**config.mk**
```make
export PLATFORM = sky130hd
export DESIGN_NAME = cmd_tree_issue_ctrl
export DESIGN_NICKNAME = d
export VERILOG_FILES = /design/src/rtl/cmd_tree_issue_ctrl.sv
export SDC_FILE = /design/constraint.sdc
export NUM_CORES = 1
export LEC_CHECK = 0
export CAP_MARGIN = 20
export CELL_PAD_IN_SITES_DETAIL_PLACEMENT = 1
export CELL_PAD_IN_SITES_GLOBAL_PLACEMENT = 1
export CORE_MARGIN = 3
export CORE_UTILIZATION = 43
export DETAILED_ROUTE_END_ITERATION = 8
export PLACE_DENSITY_LB_ADDON = 0.1
export REMOVE_ABC_BUFFERS = 1
export SETUP_SLACK_MARGIN = 0.4
export SYNTH_ARGS = -nofsm -noshare
export SYNTH_HDL_FRONTEND = slang
export SYNTH_SLANG_ARGS = --single-unit
```
**constraint.sdc**
```tcl
create_clock -name CLK -period 1.9 [get_ports CLK]
set_input_delay 0.475 -clock CLK [delete_from_list [all_inputs] [get_ports CLK]]
set_output_delay 0.475 -clock CLK [all_outputs]
set_load 0.02 [all_outputs]
```
**src/rtl/cmd_tree_issue_ctrl.sv**
```systemverilog
// Issue controller in front of the 1-to-N command tree: buffers host commands,
// streams one beat per cycle into the tree, and flags when the tree has drained.
module cmd_tree_issue_ctrl #(
  parameter int NUM_OUTPUT_DATA = 8,
  parameter int FIFO_DEPTH      = 4,
  parameter int REPEAT_WIDTH    = 4,
  parameter int TREE_LATENCY    = 4
) (
  input  logic                            CLK,
  input  logic                            rst_n,
  input  logic                            i_valid,
  output logic                            o_ready,
  input  logic [NUM_OUTPUT_DATA-1:0]      i_mask,
  input  logic [REPEAT_WIDTH-1:0]         i_repeat,
  input  logic                            i_flush,
  output logic                            o_en,
  output logic [NUM_OUTPUT_DATA-1:0]      o_cmd,
  output logic                            o_busy,
  output logic                            o_done,
  output logic [$clog2(FIFO_DEPTH):0]     o_fifo_count
);

  localparam int PW = $clog2(FIFO_DEPTH);
  localparam int CW = PW + 1;
  localparam int DW = (TREE_LATENCY > 2) ? $clog2(TREE_LATENCY) : 1;
  localparam logic [DW-1:0] DRAIN_INIT = DW'(TREE_LATENCY - 1);

  typedef struct packed {
    logic [NUM_OUTPUT_DATA-1:0] mask;
    logic [REPEAT_WIDTH-1:0]    rep;
  } cmd_t;

  typedef enum logic [1:0] {IDLE, ISSUE, DRAIN} state_t;

  cmd_t                       mem [FIFO_DEPTH];
  logic [PW-1:0]              wr_ptr, rd_ptr;
  logic [CW-1:0]              count, count_nxt;
  logic                       full_q;
  logic                       empty, push, pop, done_nxt;
  cmd_t                       head;

  state_t                     state;
  logic [NUM_OUTPUT_DATA-1:0] mask_reg;
  logic [REPEAT_WIDTH-1:0]    beat_cnt;
  logic [DW-1:0]              drain_cnt;

  assign empty        = (count == '0);
  assign o_ready      = ~full_q & ~i_flush;
  assign push         = i_valid & o_ready;
  assign head         = mem[rd_ptr];
  assign o_fifo_count = count;
  assign o_busy       = (state != IDLE) | ~empty;

  // Pops are decided by the FSM; a flush suppresses them.
  always_comb begin
    pop = 1'b0;
    if (!i_flush && !empty) begin
      case (state)
        IDLE:    pop = 1'b1;
        ISSUE:   pop = (beat_cnt == '0);
        DRAIN:   pop = 1'b1;
        default: pop = 1'b0;
      endcase
    end
  end

  always_comb begin
    count_nxt = count;
    if (push && !pop)      count_nxt = count + CW'(1);
    else if (!push && pop) count_nxt = count - CW'(1);
  end

  // o_done is registered, so it is decided one cycle early: the last drain
  // cycle can only end empty if nothing is pushed or flushed the cycle before.
  assign done_nxt = (state == DRAIN) && (drain_cnt == DW'(1)) && empty &&
                    !push && !i_flush;

  always_ff @(posedge CLK) begin
    if (push) mem[wr_ptr] <= '{mask: i_mask, rep: i_repeat};
  end

  always_ff @(posedge CLK or negedge rst_n) begin
    if (!rst_n) begin
      wr_ptr <= '0;
      rd_ptr <= '0;
      count  <= '0;
      full_q <= 1'b0;
    end else if (i_flush) begin
      wr_ptr <= '0;
      rd_ptr <= '0;
      count  <= '0;
      full_q <= 1'b0;
    end else begin
      if (push) wr_ptr <= wr_ptr + PW'(1);
      if (pop)  rd_ptr <= rd_ptr + PW'(1);
      count  <= count_nxt;
      full_q <= (count_nxt == CW'(FIFO_DEPTH));
    end
  end

  always_ff @(posedge CLK or negedge rst_n) begin
    if (!rst_n) begin
      state     <= IDLE;
      mask_reg  <= '0;
      beat_cnt  <= '0;
      drain_cnt <= '0;
      o_en      <= 1'b0;
      o_cmd     <= '0;
      o_done    <= 1'b0;
    end else begin
      o_done <= done_nxt;
      if (i_flush) begin
        beat_cnt <= '0;
        o_en     <= 1'b0;
        o_cmd    <= '0;
        if (state != IDLE) begin
          state     <= DRAIN;
          drain_cnt <= DRAIN_INIT;
        end
      end else if (pop) begin
        // Reload from any state; back-to-back commands issue without a bubble.
        state    <= ISSUE;
        mask_reg <= head.mask;
        beat_cnt <= head.rep;
        o_en     <= 1'b1;
        o_cmd    <= head.mask;
      end else begin
        case (state)
          ISSUE: begin
            if (beat_cnt != '0) begin
              beat_cnt <= beat_cnt - REPEAT_WIDTH'(1);
              o_en     <= 1'b1;
              o_cmd    <= mask_reg;
            end else begin
              state     <= DRAIN;
              drain_cnt <= DRAIN_INIT;
              o_en      <= 1'b0;
              o_cmd     <= '0;
            end
          end
          DRAIN: begin
            o_en  <= 1'b0;
            o_cmd <= '0;
            if (drain_cnt == '0) state <= IDLE;
            else                 drain_cnt <= drain_cnt - DW'(1);
          end
          default: begin
            o_en  <= 1'b0;
            o_cmd <= '0;
          end
        endcase
      end
    end
  end

endmodule

```
==> metrics.md <==
| Metric | Value |
|---|---|
| Status | complete, but fails checks |
| Failing checks | setup timing |
| Synthesis-to-layout area growth | 41.17% |
| Footprint of the multi-input gates | 1359 um2 |
| DR WL/cell | 18.47 um |
| Worst endpoint data arrival time | 2.27 ns |
| Wirelength, routed | 8182 um |
| Most frequent cells in the layout | edfxtp_1, buf_4, dfrtp_1 |
| Clock buffer depth | 2 |
| Hold Vio Cnt, Final | 0 |
| Post-synthesis sequential area ratio | 65.08% |
| Crit path max fanout | 5 |
| Clk sinks | 82 |
| GP Congestion | 0.7467 |
| CTS buffer count | 9 |
| Slew headroom | 69.83% |
| CP required | 2.14 ns |
| FF-to-FF End | full_q |
| Worst-path clk slew | 0.09 ns |
| Mapped Cells | 234 |
| Clk_lat worst skew | 0.35 ns |
| Core area | 7848 um2 |
| Post-layout minimum cycle time | 2.031 ns |
| Post-Route Setup TNS | -0.4322 ns |
| Hpwl dp | 4859 um |
| Worst VDD drop | 598.7 uV |
| Worst Tran Pin Value | 0.4526 ns |
| IO Count | 31 |
| CTS tree | yes |
| Largest net degree at the start of global routing | 35 |
| Pleak | 2.114 nW |
| Nets | 367 |
| Hold_sp | mask_reg[6] |
| Die Ht | 96.51 um |
| Residual DRC | 0 |
| Root Driver | clkbuf_8 |
| Worst setup SP type | register |
| Initial antenna violation count | 0 |
| Netlist cell types | 32 |
| Synth warnings | 0 |
| Vias in the first global route | 2,411 |
| Power per Cell Area | 1456 nW/um2 |
| Final setup vio count | 9 |
| Tot Pwr | 7.237 mW |
| Final instance count without filler cells | 443 |
| Placed insts | 403 |
| Share of cells above drive strength 1 | 46.33% |
| Antenna Cells | 0 |
| Worst Reg2Reg Path Length in Cells | 8 |
| Mapped Area | 3522 um2 |
| IO buf count | 30 |
| Finished Cell Area | 4972 um2 |
| Most common cell after layout, fill and taps aside | edfxtp_1 |
| CP Capture Type | register |
| Register bit total from synthesis | 82 |
| R2R Setup Slk | -0.13 ns |
| RR Startpoint | state[1] |
| Starting density of the core | 44.88% |
| Fill cell count | 762 |
| Full die area | 9313 um2 |
| Peak Freq | 0.4924 GHz |
| 1st-iter DRT viols | 65 |
| TritonRoute pass-1 iters | 4 |
| Antenna viol nets, final | 0 |
| First-pass GRT wire length | 12,570 um |
| Syn avg cell area | 15.05 um2 |
| Worst min path class | register to register |
| Kind of critical path | register to register |
| Rows | 32 |
| Gr ovfl total | 0 |
| Largest register FFs | 48 |
| Setup ws final | -0.1310 ns |
| Final Skew | 0.01235 ns |
| FF/Latch Area | 2293 um2 |
| Global-route usage over all layers | 18.52% |
| Routed via count | 2,260 |
| Hold Crit Endpoint | mask_reg[6] |
| DIE WIDTH | 96.51 um |
| Final Max Slew Viols | 0 |
| CTS H-Tree Depth | 3 |
| Number of vias per cell | 5.102 |
| Final worst-path cycle share | 106.9% |
| Placed inst area | 4318 um2 |
| Max-cap violation count | 0 |
| Min-Delay Path Depth | 1 |
| RSZ-0062 raised after global routing | true |
## layout make-up
cell class              instances  share of cell area (%)
flip-flops and latches         82                   46.12
multi-input cells             132                   27.33
repair buffers                 99                   19.02
well taps                     102                   2.567
clock buffers                   9                   2.491
clock inverters                 7                   1.560
inverters                      12                  0.9059
## report_power, final
group / switching, mW / total [mW] / internal (mW)
combinational: 1.61 / 3.52 / 1.91
clock: 0.657 / 1.28 / 0.618
sequential: 0.195 / 2.44 / 2.25
## per-stage QoR
step / utilization [%] / worst slack (ns) / hold slack, ns
detailed placement: 55.02 / -0.3071 / 0.4656
finish: 63.36 / -0.1310 / 0.4826
global route: 63.36 / -0.2314 / 0.4981
global placement: 55.02 / -0.2712 / 0.4584
CTS: 61.78 / -0.04925 / 0.4849
floorplan: - / -0.4259 / 0.1794
## synth_stat cells
library cell,instances,area share [%]
nand2_1,14,1.5
and3_1,2,0.36
o22ai_1,1,0.18
a21o_1,16,3.4
xnor2_1,6,1.5
a22oi_1,1,0.21
a311oi_1,1,0.25
a2111oi_4,1,0.78
xor2_1,3,0.75
mux2_2,1,0.32
nand3_1,2,0.28
and2_1,13,2.3
edfxtp_1,48,41
inv_1,12,1.3
o31ai_1,4,0.85
a2111o_1,1,0.32
nand2b_1,4,0.71
nand3b_1,2,0.43
nor3_1,1,0.14
clkbuf_1,6,0.64
a211oi_1,4,0.85
nor4_1,1,0.18
o31a_1,2,0.50
dfrtp_1,34,24
a22o_1,1,0.25
mux4_2,12,7.7
nor2b_1,2,0.36
ha_1,15,5.3
nor2_1,13,1.4
nand4bb_4,1,0.78
o21ai_0,8,1.1
buf_2,2,0.28
## per-layer routing
metal | global-route usage, % | up-vias | wire length (um)
met3 | 3.331 | 18 | 185
met4 | 6.308 | 0 | 169
met5 | 0 | - | 0
li1 | - | 1065 | -
met2 | 31.78 | 36 | 4173
met1 | 23.67 | 1141 | 3654
## worst max-delay path by stage
stage | start | slack, ns | to | cells past startpoint
after floorplan | o_fifo_count[0] | -0.43 | full_q | 7
after global placement | i_flush | -0.27 | o_ready | 3
after detailed placement | i_flush | -0.31 | o_fifo_count[1] | 6
after CTS | state[1] | -0.05 | o_fifo_count[1] | 9
after global routing | state[1] | -0.23 | full_q | 8
final | state[1] | -0.13 | full_q | 8
## cells by family after synthesis
kind of cell / count (synthesis) / synth area share (%)
flops: 82 / 65.08
mux: 13 / 7.993
compound gates: 40 / 8.740
buf+inv: 20 / 2.202
fa+ha+maj: 15 / 5.329
xor+xnor: 9 / 2.238
simple gates: 55 / 8.419
## critical path: stages (launching register included)
cell and delay (ns):
dfrtp_1 0.40, inv_2 0.08, ha_4 0.15, nand4bb_4 0.11, a2111o_1 0.54, buf_6 0.19, nand2_4 0.07, nor3_1 0.06
o31a_1 0.30
## what timing repair did
item / in CTS / in global routing
gates resized for setup: 100 / 44
setup endpoints to repair: 95 / 59
gates cloned: 2 / 0
pin swaps: 13 / 5
hold buffers: 0 / 0
setup buffers: 15 / 7
Power figures use the tool's default switching activity.
